File: src/rtl/manchester_pkg.sv
// Shared constants and state encoding for the Manchester frame arbiter.
package manchester_pkg;

    localparam logic [7:0] PREAMBLE_BYTE = 8'h55;
    localparam logic [7:0] SOF_BYTE      = 8'hD5;

    typedef enum logic [2:0] {
        IDLE = 3'd0,
        PRE  = 3'd1,
        SOF  = 3'd2,
        HDR  = 3'd3,
        PAY  = 3'd4,
        CHK  = 3'd5,
        GAP  = 3'd6
    } state_t;

    // Header byte carries the index of the requester that owns the frame.
    function automatic logic [7:0] src_id(input logic [1:0] gnt);
        return gnt[1] ? 8'h01 : 8'h00;
    endfunction

endpackage

File: src/rtl/rr_arbiter2.sv
// Two-way round-robin arbiter: one-hot grant, pointer moves away from the
// winner whenever the grant is accepted.
module rr_arbiter2 (
    input  logic       clk,
    input  logic       rst,
    input  logic [1:0] req,
    input  logic       accept,
    output logic [1:0] gnt
);

    // prio_q = 0 favours req0, 1 favours req1.
    logic prio_q;
    logic prio_d;

    always_comb begin
        gnt = 2'b00;
        if (req[0] && (!req[1] || !prio_q)) begin
            gnt = 2'b01;
        end else if (req[1]) begin
            gnt = 2'b10;
        end
    end

    always_comb begin
        prio_d = prio_q;
        if (accept && (gnt != 2'b00)) begin
            prio_d = gnt[0];
        end
    end

    always_ff @(posedge clk) begin
        if (rst) begin
            prio_q <= 1'b0;
        end else begin
            prio_q <= prio_d;
        end
    end

endmodule

File: src/rtl/manchester_frame_arbiter.sv
// Arbitrates two byte-stream requesters into framed output:
// preamble, SOF, source ID, payload, XOR checksum, then an idle gap.
module manchester_frame_arbiter
    import manchester_pkg::*;
#(
    parameter int PREAMBLE_LEN = 4,
    parameter int GAP_CYCLES   = 16,
    parameter int MAX_LEN      = 64
) (
    input  logic       aclk,
    input  logic       areset,
    input  logic [7:0] req0_tdata,
    input  logic       req0_tvalid,
    input  logic       req0_tlast,
    output logic       req0_tready,
    input  logic [7:0] req1_tdata,
    input  logic       req1_tvalid,
    input  logic       req1_tlast,
    output logic       req1_tready,
    output logic [7:0] tx_tdata,
    output logic       tx_tvalid,
    input  logic       tx_tready,
    output logic [1:0] grant,
    output logic       busy,
    output logic       frame_done,
    output logic       trunc,
    output logic [2:0] dbg_state
);

    localparam logic [7:0] PRE_LAST = 8'(PREAMBLE_LEN - 1);
    localparam logic [7:0] GAP_LAST = 8'(GAP_CYCLES - 1);
    localparam logic [7:0] PAY_LAST = 8'(MAX_LEN - 1);

    state_t     state_q, state_d;
    logic [7:0] byte_q, byte_d;
    logic       vld_q, vld_d;
    logic [1:0] grant_q, grant_d;
    logic [7:0] cnt_q, cnt_d;
    logic [7:0] pay_cnt_q, pay_cnt_d;
    logic [7:0] csum_q, csum_d;
    logic       done_q, done_d;
    logic       trunc_q, trunc_d;

    logic [1:0] arb_gnt;
    logic [7:0] sel_tdata;
    logic       sel_tvalid;
    logic       sel_tlast;
    logic       in_pay;
    logic       xfer;

    rr_arbiter2 u_arb (
        .clk    (aclk),
        .rst    (areset),
        .req    ({req1_tvalid, req0_tvalid}),
        .accept (state_q == IDLE),
        .gnt    (arb_gnt)
    );

    // Valid/ready: a byte moves on any rising edge where valid and ready are
    // both high; a source holding valid keeps its data stable until then.
    // In PAY the granted requester is wired straight through to tx.
    always_comb begin
        in_pay      = (state_q == PAY) && !areset;
        sel_tdata   = grant_q[1] ? req1_tdata  : req0_tdata;
        sel_tvalid  = grant_q[1] ? req1_tvalid : req0_tvalid;
        sel_tlast   = grant_q[1] ? req1_tlast  : req0_tlast;
        tx_tvalid   = (state_q == PAY) ? (sel_tvalid && !areset) : vld_q;
        tx_tdata    = (state_q == PAY) ? sel_tdata : byte_q;
        req0_tready = in_pay && grant_q[0] && tx_tready;
        req1_tready = in_pay && grant_q[1] && tx_tready;
        xfer        = tx_tvalid && tx_tready;
        grant       = grant_q;
        busy        = (state_q != IDLE);
        frame_done  = done_q;
        trunc       = trunc_q;
        dbg_state   = state_q;
    end

    always_comb begin
        state_d   = state_q;
        byte_d    = byte_q;
        vld_d     = vld_q;
        grant_d   = grant_q;
        cnt_d     = cnt_q;
        pay_cnt_d = pay_cnt_q;
        csum_d    = csum_q;
        done_d    = 1'b0;
        trunc_d   = 1'b0;
        case (state_q)
            IDLE: begin
                if (arb_gnt != 2'b00) begin
                    state_d   = PRE;
                    grant_d   = arb_gnt;
                    byte_d    = PREAMBLE_BYTE;
                    vld_d     = 1'b1;
                    cnt_d     = 8'd0;
                    pay_cnt_d = 8'd0;
                    csum_d    = 8'd0;
                end
            end
            PRE: begin
                if (xfer) begin
                    if (cnt_q == PRE_LAST) begin
                        state_d = SOF;
                        byte_d  = SOF_BYTE;
                        cnt_d   = 8'd0;
                    end else begin
                        cnt_d = cnt_q + 8'd1;
                    end
                end
            end
            SOF: begin
                if (xfer) begin
                    state_d = HDR;
                    byte_d  = src_id(grant_q);
                end
            end
            HDR: begin
                if (xfer) begin
                    state_d = PAY;
                    byte_d  = 8'd0;
                    vld_d   = 1'b0;
                end
            end
            PAY: begin
                if (xfer) begin
                    csum_d    = csum_q ^ sel_tdata;
                    pay_cnt_d = pay_cnt_q + 8'd1;
                    // A frame that hits MAX_LEN without tlast is cut here;
                    // the rest of the packet competes again from IDLE.
                    if (sel_tlast || (pay_cnt_q == PAY_LAST)) begin
                        state_d = CHK;
                        byte_d  = csum_q ^ sel_tdata;
                        vld_d   = 1'b1;
                        trunc_d = !sel_tlast;
                    end
                end
            end
            CHK: begin
                if (xfer) begin
                    state_d = GAP;
                    byte_d  = 8'd0;
                    vld_d   = 1'b0;
                    grant_d = 2'b00;
                    cnt_d   = 8'd0;
                    done_d  = 1'b1;
                end
            end
            GAP: begin
                if (cnt_q == GAP_LAST) begin
                    state_d = IDLE;
                    cnt_d   = 8'd0;
                end else begin
                    cnt_d = cnt_q + 8'd1;
                end
            end
            default: begin
                state_d = IDLE;
                vld_d   = 1'b0;
                grant_d = 2'b00;
            end
        endcase
    end

    always_ff @(posedge aclk) begin
        if (areset) begin
            state_q   <= IDLE;
            byte_q    <= 8'd0;
            vld_q     <= 1'b0;
            grant_q   <= 2'b00;
            cnt_q     <= 8'd0;
            pay_cnt_q <= 8'd0;
            csum_q    <= 8'd0;
            done_q    <= 1'b0;
            trunc_q   <= 1'b0;
        end else begin
            state_q   <= state_d;
            byte_q    <= byte_d;
            vld_q     <= vld_d;
            grant_q   <= grant_d;
            cnt_q     <= cnt_d;
            pay_cnt_q <= pay_cnt_d;
            csum_q    <= csum_d;
            done_q    <= done_d;
            trunc_q   <= trunc_d;
        end
    end

endmodule

File: config.mk
export PLATFORM = sky130hd
export DESIGN_NAME = manchester_frame_arbiter
export DESIGN_NICKNAME = d
export VERILOG_FILES = /design/src/rtl/manchester_pkg.sv /design/src/rtl/rr_arbiter2.sv /design/src/rtl/manchester_frame_arbiter.sv
export SDC_FILE = /design/constraint.sdc
export NUM_CORES = 1
export LEC_CHECK = 0
export ABC_AREA = 1
export CAP_MARGIN = 30
export CORE_ASPECT_RATIO = 1.1
export CORE_MARGIN = 1
export CORE_UTILIZATION = 41
export DETAILED_ROUTE_END_ITERATION = 12
export HOLD_SLACK_MARGIN = 0.03
export PLACE_DENSITY = 0.68
export SYNTH_ARGS = -nofsm -noshare
export SYNTH_HDL_FRONTEND = slang
export SYNTH_SLANG_ARGS = --single-unit
File: constraint.sdc
create_clock -name aclk -period 1.7 [get_ports aclk]
set_input_delay 0.255 -clock aclk [delete_from_list [all_inputs] [get_ports aclk]]
set_output_delay 0.255 -clock aclk [all_outputs]
set_load 0.01 [all_outputs]
==> results.ini <==
[place]
place_inst=623
io_buffers=41
place.gp.congestion=0.905
dpl.hpwl_um=5540
place_area_um2=3700
place_ws_ns=-0.244

[detailed_routing]
drc=0
routed_wl_um=7840
ant_nets=0
vias=3198
drt_iter0_markers=132
dr.pass1.iters=4
wl_per_cell_um=12.2
viasPerCell=4.98

[pwr]
vdd_drop_max_mv=0.806
p_int_mw=3.53
swShare_pct=44.1
combPwrFrac_pct=64.7
seq_power_share_pct=22.2
p_switching_mw=2.78
power_mw=6.31
leakagePower_nw=1.95
pwr_density_cell_nw_per_um2=1540
clock_power_share_pct=13.1

[cells_and_area]
diodes=0
stdcell_count=642
final_cell_mix=124 x nand2_1, 74 x nor2_1, 50 x buf_4
final_nets=584
final_common_cell=nand2_1
final_area_um2=4100
drive_gt1_share_pct=30.0
synthToLayoutAreaGrowth_pct=46.0

[clock_network]
cts-htree-levels=2
cts_buffers=5
clock-sinks=41
cts_tree=built
clock_path_buffers=2
clk_pin_slew_ns=0.09
cts-root-buf=clkbuf_8
clock_latency_ns=0.30

[critical_path]
crit_path_end_kind=register
cp_slowest_stage_delay_ns=0.34
cp_common_cell=buf_6
worstPathCellList=nor2_4, nand2_4, buf_6, buf_6, nor2_4, nand2_2, nand2_4, buf_6, nand3_4, nand2_8, inv_1, nor2_1, nor2_1
critPathSlowestCell=dfxtp_2
arrival_ns=1.94
path_max_fanout=5
start_kind=register
cp_data_required_time_ns=1.90
worstSetupPathType=reg2reg

[yosys]
synthesis.yosys.warnings=0
synth_cells=457
synth.top_cells.by_area=dfxtp_1 29%, nand2_1 20%, nor2_1 10%
postSynthAreaPerCell_um2=6.15
synth_cell_types=38
synth_top_area_share_pct=29.2
ys_seq_elements=41
seq_area_frac_synth_pct=29.2
synth.cell_area_um2=2810
syn_nets=482
yosysTopAreaCell=dfxtp_1

[timing]
slew_headroom_pct=71.7
worst_slack_ns=-0.0354
period_minus_slack_ns=1.74
fin_crit_sh_pct=102
setup_viol=12
final.setup_skew_ns=0.0127
hold_viol=0
rsz0062_at_grt=yes
fin_hold_ws_ns=0.479
finalMaxSlewViolations=0
fmax_mhz=576
worst_pin_slew_ns=0.421

[status]
status=finished with violations
violations=negative setup slack

[floorplanning]
initial_core_util_pct=42.6
dieArea_um2=7190
fp.dieW_um=80.9
core_area_um2=6590
rows=31
fp.dieH_um=88.8
pin_count=42

[global_routing]
grt_antenna_before_repair=0
grt_pass1_vias=3001
grt_util_all_layers_pct=22.7
grt_max_degree=28
grt_pass1_wl_um=12800
grt_overflow=0

[hold_path]
holdCritPathClass=reg2reg

[job]
max_cap_viol_count=0

cell usage after synthesis:
master	count
nand2_1	147
nor2_1	78
dfxtp_1	41
inv_1	38
nand3_1	37
o21ai_0	15
a21oi_1	14
nand3b_1	14
inv_2	7
nand2_2	5
nand2_4	5
nor2_4	5
a31oi_1	3
buf_2	3
buf_6	3
clkbuf_1	3
nand4_1	3
nor2_2	3
o21ai_1	3
xor2_1	3
a21oi_2	2
buf_1	2
buf_4	2
ha_1	2
inv_4	2
nand3_2	2
nor3_1	2
o21ai_2	2
xnor2_1	2
a21boi_0	1
clkinv_2	1
nand3_4	1
nor2_8	1
nor3b_1	1
nor4_1	1
o211ai_1	1
o21a_1	1
o21ai_4	1
sequential cells by signal, indices dropped and copies added, names as in the netlist:
signal        cells
dbg_state         3
u_arb.prio_q      1
trunc             1
byte_q            8
grant             2
pay_cnt_q         8
cnt_q             8
frame_done        1
csum_q            8
vld_q             1
cell families (layout without fill, tap and decap cells):
group	after synthesis	count (layout)	synth area share [%]
xor+xnor	5	5	1.56
fa+ha+maj	2	2	0.891
compound gates	43	44	9.00
simple gates	305	306	49.8
flops	41	41	29.2
buf+inv	61	162	9.58
metrics by stage:
stage                     util (%)  TNS, ns
after CTS                     59.3    -1.05
after floorplan                  -        0
after detailed placement      56.1    -6.22
final                         62.2   -0.202
after global placement        56.1    -5.47
after global routing          62.2    -2.98
worst max-delay path, delay by kind of cell, from the launching register on:
kind          cells  cell delay [ns]
simple gates      9             0.84
buf+inv           4             0.46
flops             1             0.34
worst paths after layout:
path	slack, ns	startpoint	depth (start not counted)	end
max reg2reg	-0.04	dbg_state[1]	13	csum_q[5]
min reg2reg	0.48	u_arb.prio_q	2	u_arb.prio_q
min	0.48	u_arb.prio_q	2	u_arb.prio_q
max	-0.04	dbg_state[1]	13	csum_q[5]
layout make-up:
| cell class | instances | area, µm² |
|---|---|---|
| Clock inverter | 1 | 30.0 |
| Tap cell | 82 | 103 |
| Inverter | 48 | 190 |
| Sequential cell | 41 | 830 |
| Clock buffer | 7 | 86.3 |
| Timing Repair Buffer | 106 | 930 |
| Multi-Input combinational cell | 357 | 1930 |
| Fill cell | 606 | 2490 |
what timing repair did:
action / CTS / global route
gates cloned: 1 / 1
setup buffers: 3 / 7
endpoints found under the setup margin: 18 / 51
pin swaps: 5 / 15
hold buffers: 0 / 0
gates resized for setup: 56 / 68
per-layer routing:
layer	track usage [%]	part of all wire, %	vias up
met3	3.81	3.0	16
met5	0	0	-
met1	25.7	43	1468
met4	9.58	2.2	0
li1	-	-	1648
met2	41.6	52	66
power groups by stage:
stage | sequential [mW] | combinational (mW) | clock (mW)
6_report | 1.40 | 4.08 | 0.829
5_1_grt | 1.43 | 4.53 | 0.882
4_1_cts | 1.39 | 3.69 | 0.837
3_5_place_dp | 1.40 | 3.58 | 0
3_3_place_gp | 1.39 | 3.53 | 0
2_1_floorplan | 1.38 | 2.20 | 0
No activity file was read; power rests on OpenSTA's default activity.
